`src/rtl/mac_array_ctrl_if.sv`:
```
// Job-control bundle between a requester and mac_array_ctrl: job request,
// output-FIFO back-pressure, status, memory read strobes and column-0 instruction.
interface mac_array_ctrl_if #(
    parameter int addr_bw = 4
);
    logic               start;
    logic [addr_bw-1:0] num_q;
    logic               ofifo_full;
    logic               busy;
    logic               done;
    logic               arr_rst;
    logic               kmem_rd;
    logic [addr_bw-1:0] kmem_addr;
    logic               qmem_rd;
    logic [addr_bw-1:0] qmem_addr;
    logic [1:0]         inst_w;

    modport master (
        output start, num_q, ofifo_full,
        input  busy, done, arr_rst, kmem_rd, kmem_addr, qmem_rd, qmem_addr, inst_w
    );

    modport slave (
        input  start, num_q, ofifo_full,
        output busy, done, arr_rst, kmem_rd, kmem_addr, qmem_rd, qmem_addr, inst_w
    );
endinterface

```
`src/rtl/mac_array_ctrl.sv`:
```
// Job sequencer for the mac_col array: clear, key load, query execute with
// output-FIFO stall, pipeline drain, done pulse.
//
//   state   | meaning
//   --------+------------------------------------------------------------
//   S_IDLE  | waiting for start; num_q latched when start seen
//   S_CLR   | one-cycle arr_rst pulse to clear the column load counters
//   S_LOAD  | load_cyc key reads, kmem_addr = 0,1,..
//   S_EXEC  | num_q query reads, one per cycle unless ofifo_full
//   S_DRAIN | drain_cyc idle cycles for the array pipeline to empty
//   S_DONE  | one-cycle done pulse
module mac_array_ctrl #(
    parameter int col       = 8,
    parameter int addr_bw   = 4,
    parameter int load_cyc  = 10,
    parameter int drain_cyc = 10
) (
    input logic             clk,
    input logic             reset,
    mac_array_ctrl_if.slave bus
);
    if (col < 1 || load_cyc < 1 || drain_cyc < 1) begin : g_param_chk
        $error("mac_array_ctrl: col, load_cyc and drain_cyc must be >= 1");
    end

    // Index counter serves both the key address and the query issue count, so it
    // must hold 2^addr_bw (one past the largest num_q) without wrapping.
    localparam int idx_max = (load_cyc > (1 << addr_bw)) ? load_cyc : (1 << addr_bw);
    localparam int idx_bw  = $clog2(idx_max + 1);
    localparam int tmr_bw  = $clog2(drain_cyc + 1);

    localparam logic [idx_bw-1:0] load_last  = idx_bw'(load_cyc - 1);
    localparam logic [tmr_bw-1:0] drain_last = tmr_bw'(drain_cyc - 1);

    typedef enum logic [2:0] {
        S_IDLE, S_CLR, S_LOAD, S_EXEC, S_DRAIN, S_DONE
    } state_t;

    state_t             state, state_nxt;
    logic [idx_bw-1:0]  idx;
    logic [idx_bw-1:0]  idx_inc;
    logic [tmr_bw-1:0]  tmr;
    logic [addr_bw-1:0] num_q_q;
    logic [1:0]         inst_w_q;

    logic               busy_c, done_c, arr_rst_c, kmem_rd_c, qmem_rd_c;
    logic [addr_bw-1:0] kmem_addr_c, qmem_addr_c;

    assign idx_inc = idx + idx_bw'(1);

    always_ff @(posedge clk or negedge reset) begin
        if (!reset) begin
            state <= S_IDLE;
        end else begin
            state <= state_nxt;
        end
    end

    always_comb begin
        state_nxt = state;
        case (state)
            S_IDLE:  if (bus.start) state_nxt = S_CLR;
            S_CLR:   state_nxt = S_LOAD;
            S_LOAD:  if (idx == load_last) state_nxt = (num_q_q == '0) ? S_DRAIN : S_EXEC;
            S_EXEC:  if (!bus.ofifo_full && idx_inc == idx_bw'(num_q_q)) state_nxt = S_DRAIN;
            S_DRAIN: if (tmr == '0) state_nxt = S_DONE;
            S_DONE:  state_nxt = S_IDLE;
            default: state_nxt = S_IDLE;
        endcase
    end

    always_ff @(posedge clk or negedge reset) begin
        if (!reset) begin
            idx     <= '0;
            tmr     <= '0;
            num_q_q <= '0;
        end else begin
            case (state)
                S_IDLE: begin
                    idx <= '0;
                    if (bus.start) num_q_q <= bus.num_q;
                end
                S_CLR:  idx <= '0;
                S_LOAD: idx <= (idx == load_last) ? '0 : idx_inc;
                S_EXEC: if (!bus.ofifo_full) idx <= idx_inc;
                default: ;
            endcase
            // Drain timer counts down to zero; preloaded in every other state.
            tmr <= (state == S_DRAIN) ? tmr - tmr_bw'(1) : drain_last;
        end
    end

    always_comb begin
        busy_c      = (state != S_IDLE);
        done_c      = 1'b0;
        arr_rst_c   = 1'b0;
        kmem_rd_c   = 1'b0;
        kmem_addr_c = '0;
        qmem_rd_c   = 1'b0;
        qmem_addr_c = '0;
        case (state)
            S_CLR:  arr_rst_c = 1'b1;
            S_LOAD: begin
                kmem_rd_c   = 1'b1;
                kmem_addr_c = idx[addr_bw-1:0];
            end
            S_EXEC: begin
                qmem_rd_c   = !bus.ofifo_full;
                qmem_addr_c = idx[addr_bw-1:0];
            end
            S_DONE: done_c = 1'b1;
            default: ;
        endcase
    end

    // inst_w trails the read strobes by one cycle to meet the returning memory data.
    always_ff @(posedge clk or negedge reset) begin
        if (!reset) begin
            inst_w_q <= 2'b00;
        end else begin
            inst_w_q <= {qmem_rd_c, kmem_rd_c};
        end
    end

    assign bus.busy      = busy_c;
    assign bus.done      = done_c;
    assign bus.arr_rst   = arr_rst_c;
    assign bus.kmem_rd   = kmem_rd_c;
    assign bus.kmem_addr = kmem_addr_c;
    assign bus.qmem_rd   = qmem_rd_c;
    assign bus.qmem_addr = qmem_addr_c;
    assign bus.inst_w    = inst_w_q;
endmodule

```
`src/flat_wrapper.sv`:
```
// flat-port wrapper written by rule: the top's interface ports become plain ports
module mac_array_ctrl_flat 
#(
    parameter int col       = 8,
    parameter int addr_bw   = 4,
    parameter int load_cyc  = 10,
    parameter int drain_cyc = 10
)
  (clk, reset, bus_start, bus_num_q, bus_ofifo_full, bus_busy, bus_done, bus_arr_rst, bus_kmem_rd, bus_kmem_addr, bus_qmem_rd, bus_qmem_addr, bus_inst_w);
  mac_array_ctrl_if #(.addr_bw(addr_bw)) bus_i ();
  input logic clk;
  input logic reset;
  input wire logic [$bits(bus_i.start)-1:0] bus_start;
  input wire logic [$bits(bus_i.num_q)-1:0] bus_num_q;
  input wire logic [$bits(bus_i.ofifo_full)-1:0] bus_ofifo_full;
  output wire logic [$bits(bus_i.busy)-1:0] bus_busy;
  output wire logic [$bits(bus_i.done)-1:0] bus_done;
  output wire logic [$bits(bus_i.arr_rst)-1:0] bus_arr_rst;
  output wire logic [$bits(bus_i.kmem_rd)-1:0] bus_kmem_rd;
  output wire logic [$bits(bus_i.kmem_addr)-1:0] bus_kmem_addr;
  output wire logic [$bits(bus_i.qmem_rd)-1:0] bus_qmem_rd;
  output wire logic [$bits(bus_i.qmem_addr)-1:0] bus_qmem_addr;
  output wire logic [$bits(bus_i.inst_w)-1:0] bus_inst_w;
  assign bus_i.start = bus_start;
  assign bus_i.num_q = bus_num_q;
  assign bus_i.ofifo_full = bus_ofifo_full;
  assign bus_busy = bus_i.busy;
  assign bus_done = bus_i.done;
  assign bus_arr_rst = bus_i.arr_rst;
  assign bus_kmem_rd = bus_i.kmem_rd;
  assign bus_kmem_addr = bus_i.kmem_addr;
  assign bus_qmem_rd = bus_i.qmem_rd;
  assign bus_qmem_addr = bus_i.qmem_addr;
  assign bus_inst_w = bus_i.inst_w;
  mac_array_ctrl #(.col(col), .addr_bw(addr_bw), .load_cyc(load_cyc), .drain_cyc(drain_cyc)) u_core (.clk(clk), .reset(reset), .bus(bus_i));
endmodule
```
`config.mk`:
```
export PLATFORM = sky130hd
export DESIGN_NAME = mac_array_ctrl_flat
export DESIGN_NICKNAME = d
export VERILOG_FILES = /design/src/rtl/mac_array_ctrl_if.sv /design/src/rtl/mac_array_ctrl.sv /design/src/flat_wrapper.sv
export SDC_FILE = /design/constraint.sdc
export NUM_CORES = 1
export LEC_CHECK = 0
export ABC_AREA = 1
export ABC_CLOCK_PERIOD_IN_PS = 2600
export BUFFER_PORTS_ARGS = -buffer_cell sky130_fd_sc_hd__clkbuf_2
export CAP_MARGIN = 15
export CORE_MARGIN = 2
export CORE_UTILIZATION = 55
export CTS_CLUSTER_DIAMETER = 30
export CTS_CLUSTER_SIZE = 20
export DETAILED_ROUTE_END_ITERATION = 16
export HOLD_SLACK_MARGIN = 0.03
export PLACE_DENSITY_LB_ADDON = 0.25
export SYNTH_ARGS = -nofsm -noshare
export SYNTH_HDL_FRONTEND = slang
export SYNTH_SLANG_ARGS = --single-unit
```
`constraint.sdc`:
```
create_clock -name clk -period 2.6 [get_ports clk]
set_input_delay 0.26 -clock clk [delete_from_list [all_inputs] [get_ports clk]]
set_output_delay 0.26 -clock clk [all_outputs]
set_load 0.005 [all_outputs]
```
==> flow_metrics.py <==
metrics = {
    "cells_and_area": {
        "nets": 175,
        "multi_input_area_um2": 515,
        "seqCellArea_um2": 450,
        "fin_cells": 187,
        "areaGrowthSynthToFinish_pct": 16.7,
        "num-fill-cells": 152,
        "final_util_pct": 69.9,
        "drive_gt1_share_pct": 24.1,
        "antennaDiodeCount": 0,
    },
    "sta": {
        "grt_setup_unrepaired": "no",
        "fmax_mhz": 552,
        "fin_ws_ps": 787,
        "clock_skew_ps": 4.48,
        "post-route-period-util_pct": 69.7,
        "tightest_slew_ps": 449,
        "slew_viol_final": 0,
        "setup_violations": 0,
        "timing.slew.headroom_pct": 70.1,
        "finalHoldViolCount": 0,
        "setup_tns_ps": 0,
        "fin_crit_ps": 1810,
    },
    "floorplanning": {
        "start_util_pct": 59.9,
        "die_width_um": 47.8,
        "dieArea_um2": 2290,
        "core_area_um2": 1760,
        "num_rows": 15,
        "ios": 23,
        "die_y_um": 47.8,
    },
    "setup_path": {
        "cp-start-kind": "flop",
        "critical_path.top_delay_family": "flip-flops",
        "crit_required_ps": 2340,
        "crit_type": "reg -> out",
        "crit_arrival_ps": 1550,
        "crit_slowest_cell": "dfrtp_1",
        "critPathMaxStageDelay_ps": 460,
        "cp_max_fo": 6,
        "crit_chain": "inv_2, nand2_2, nor2_4, inv_1, nor2_1, clkbuf_2",
        "cp-end-kind": "primary output",
        "crit_buf_inv": 3,
    },
    "global_route": {
        "grt_usage_pct": 23.6,
        "grt_overflow": 0,
        "grt_pass1_vias": 845,
        "grt_max_degree": 19,
        "grt_pass1_wl_um": 3660,
        "grt_antenna_before_repair": 0,
    },
    "power": {
        "total_power_mw": 1.13,
        "power_density_nw_per_um2": 914,
        "p_leak_nw": 0.634,
        "ir_drop_mv": 0.479,
    },
    "route": {
        "wirelength_um": 2230,
        "vias_per_cell": 5.01,
        "routedWlPerCell_um": 11.9,
        "dr.pass1.iters": 4,
        "ant_nets": 0,
        "drt_iter0_drc": 41,
        "drc": 0,
        "vias": 937,
    },
    "cts": {
        "cts.sinks": 18,
        "clock_latency_ps": 300,
        "clkTransAtPathRegs_ps": 100,
        "cts-root-buf": "clkbuf_4",
        "cts_resized": 0,
        "htreeDepth": 1,
        "cts_tree": "yes",
        "cts_buffer_depth": 2,
        "cts_made_buffers": 3,
    },
    "synth": {
        "synth_top_area_cell": "dfrtp_1",
        "synthesis.nets": 148,
        "synth_cell_types": 23,
        "syn-cell-area_um2": 1060,
        "syn_avg_cell_area_um2": 7.76,
        "synth.area.top_cells": "dfrtp_1 43%, nand2_1 11%, nor2_1 7.1%",
        "ys_seq_area_share_pct": 42.7,
        "synth-seq-cells": 18,
        "netlist_instances": 136,
        "netlist.area_leader.share_pct": 42.7,
        "ys_warn_count": 0,
    },
    "placement": {
        "port_buffers": 22,
        "globalplace.congestion": 0.840,
        "dp.cells": 182,
        "hpwlAfterDp_um": 1740,
        "pre_cts_ws_ps": 956,
    },
    "run": {
        "cap_violations": 0,
    },
    "worst_hold_path": {
        "min_path_type": "in -> reg",
    },
    "run_status": {
        "status": "completed",
    },
}
## timing repair
item                                   in CTS  in global routing
hold buffers                                1                  0
endpoints found under the hold margin      18                  0
buffers inserted                            0                  0
## worst reg2reg max path, stage by stage, from the launching register on
cell and delay (ps):
dfrtp_1 450, inv_1 120, ha_1 340, inv_1 50, nand2_1 60, nand2_1 50
nor2_1 110, nand2_1 60, nor2_1 80, nand2_1 70, nand2_2 80, nand2_1 50
nand2_1 50, nand2_1 50
## power by group
| part | leakage, nW | switching, mW | internal (mW) |
|---|---|---|---|
| clock | 0.0210 | 0.0896 | 0.0855 |
| sequential | 0.223 | 0.0655 | 0.353 |
| combinational | 0.390 | 0.331 | 0.202 |
| total | 0.634 | 0.486 | 0.641 |
## area by class of cell
class / count / area share (%)
Multi-Input combinational cell: 96 / 41.8
Sequential cell: 18 / 36.5
Timing Repair Buffer: 23 / 9.75
Inverter: 21 / 6.40
Clock buffer: 4 / 2.94
Tap cell: 25 / 2.54
## sequential cells by signal, summed over array words and instances, names as in the netlist
| name | count |
|---|---|
| u_core.num_q_q | 4 |
| u_core.bus.inst_w | 2 |
| u_core.idx | 5 |
| u_core.tmr | 4 |
| u_core.state | 3 |
## cells in the final DEF, fill, tap and decap left out, drive strengths merged
| cell type | count |
|---|---|
| nand2 | 33 |
| clkbuf | 26 |
| ha | 4 |
| xnor2 | 2 |
| o22ai | 4 |
| o211a | 1 |
| or2 | 2 |
| o21ai | 3 |
| nor2 | 23 |
| dlygate4sd3 | 1 |
| a21boi | 1 |
| dfrtp | 18 |
| nor3 | 1 |
| a21oi | 7 |
| nand4 | 4 |
| nand3 | 11 |
| inv | 21 |
## worst paths after layout
kind	from	endpoint	slack (ps)	depth (start not counted)
max in group asynchronous	reset	u_core.state[1]	1860	2
worst max-delay path	u_core.state[2]	bus_qmem_rd	790	6
worst min-delay path	bus_ofifo_full	u_core.bus.inst_w[1]	190	2
min in group asynchronous	reset	u_core.bus.inst_w[1]	430	2
worst min register to register	u_core.tmr[0]	u_core.tmr[0]	480	1
worst max register to register	u_core.idx[1]	u_core.state[1]	900	13
## per-layer routing
| layer | GRT usage (%) | vias to the layer above | wire, um |
|---|---|---|---|
| met5 | 0 | - | 0 |
| met4 | 12.4 | 0 | 54 |
| met3 | 4.53 | 7 | 120 |
| met2 | 35.5 | 35 | 999 |
| met1 | 32.2 | 409 | 1060 |
| li1 | - | 486 | - |
## cells in the mapped netlist, drive strengths merged
master / instances
nand2: 33
nor2: 23
inv: 21
dfrtp: 18
nand3: 11
a21oi: 7
ha: 4
nand4: 4
o22ai: 4
o21ai: 3
or2: 2
xnor2: 2
a21boi: 1
buf: 1
nor3: 1
o211a: 1
## logic make-up after synthesis
kind of cell,after synthesis,synth area share [%]
AO/OA/AOI/OAI,16,10.9
XOR/XNOR,2,1.66
adder cells (fa/ha/maj),4,4.74
buffers and inverters,22,8.53
flip-flops,18,42.7
AND/OR/NAND/NOR,74,31.5
## through the flow
step | hold WS (ps) | cell area [um^2]
after floorplan | -35.6 | 1060
after global placement | 225 | 1190
after detailed placement | 224 | 1190
after CTS | 187 | 1230
after global routing | 183 | 1230
final | 187 | 1230
Power figures use the tool's default switching activity.
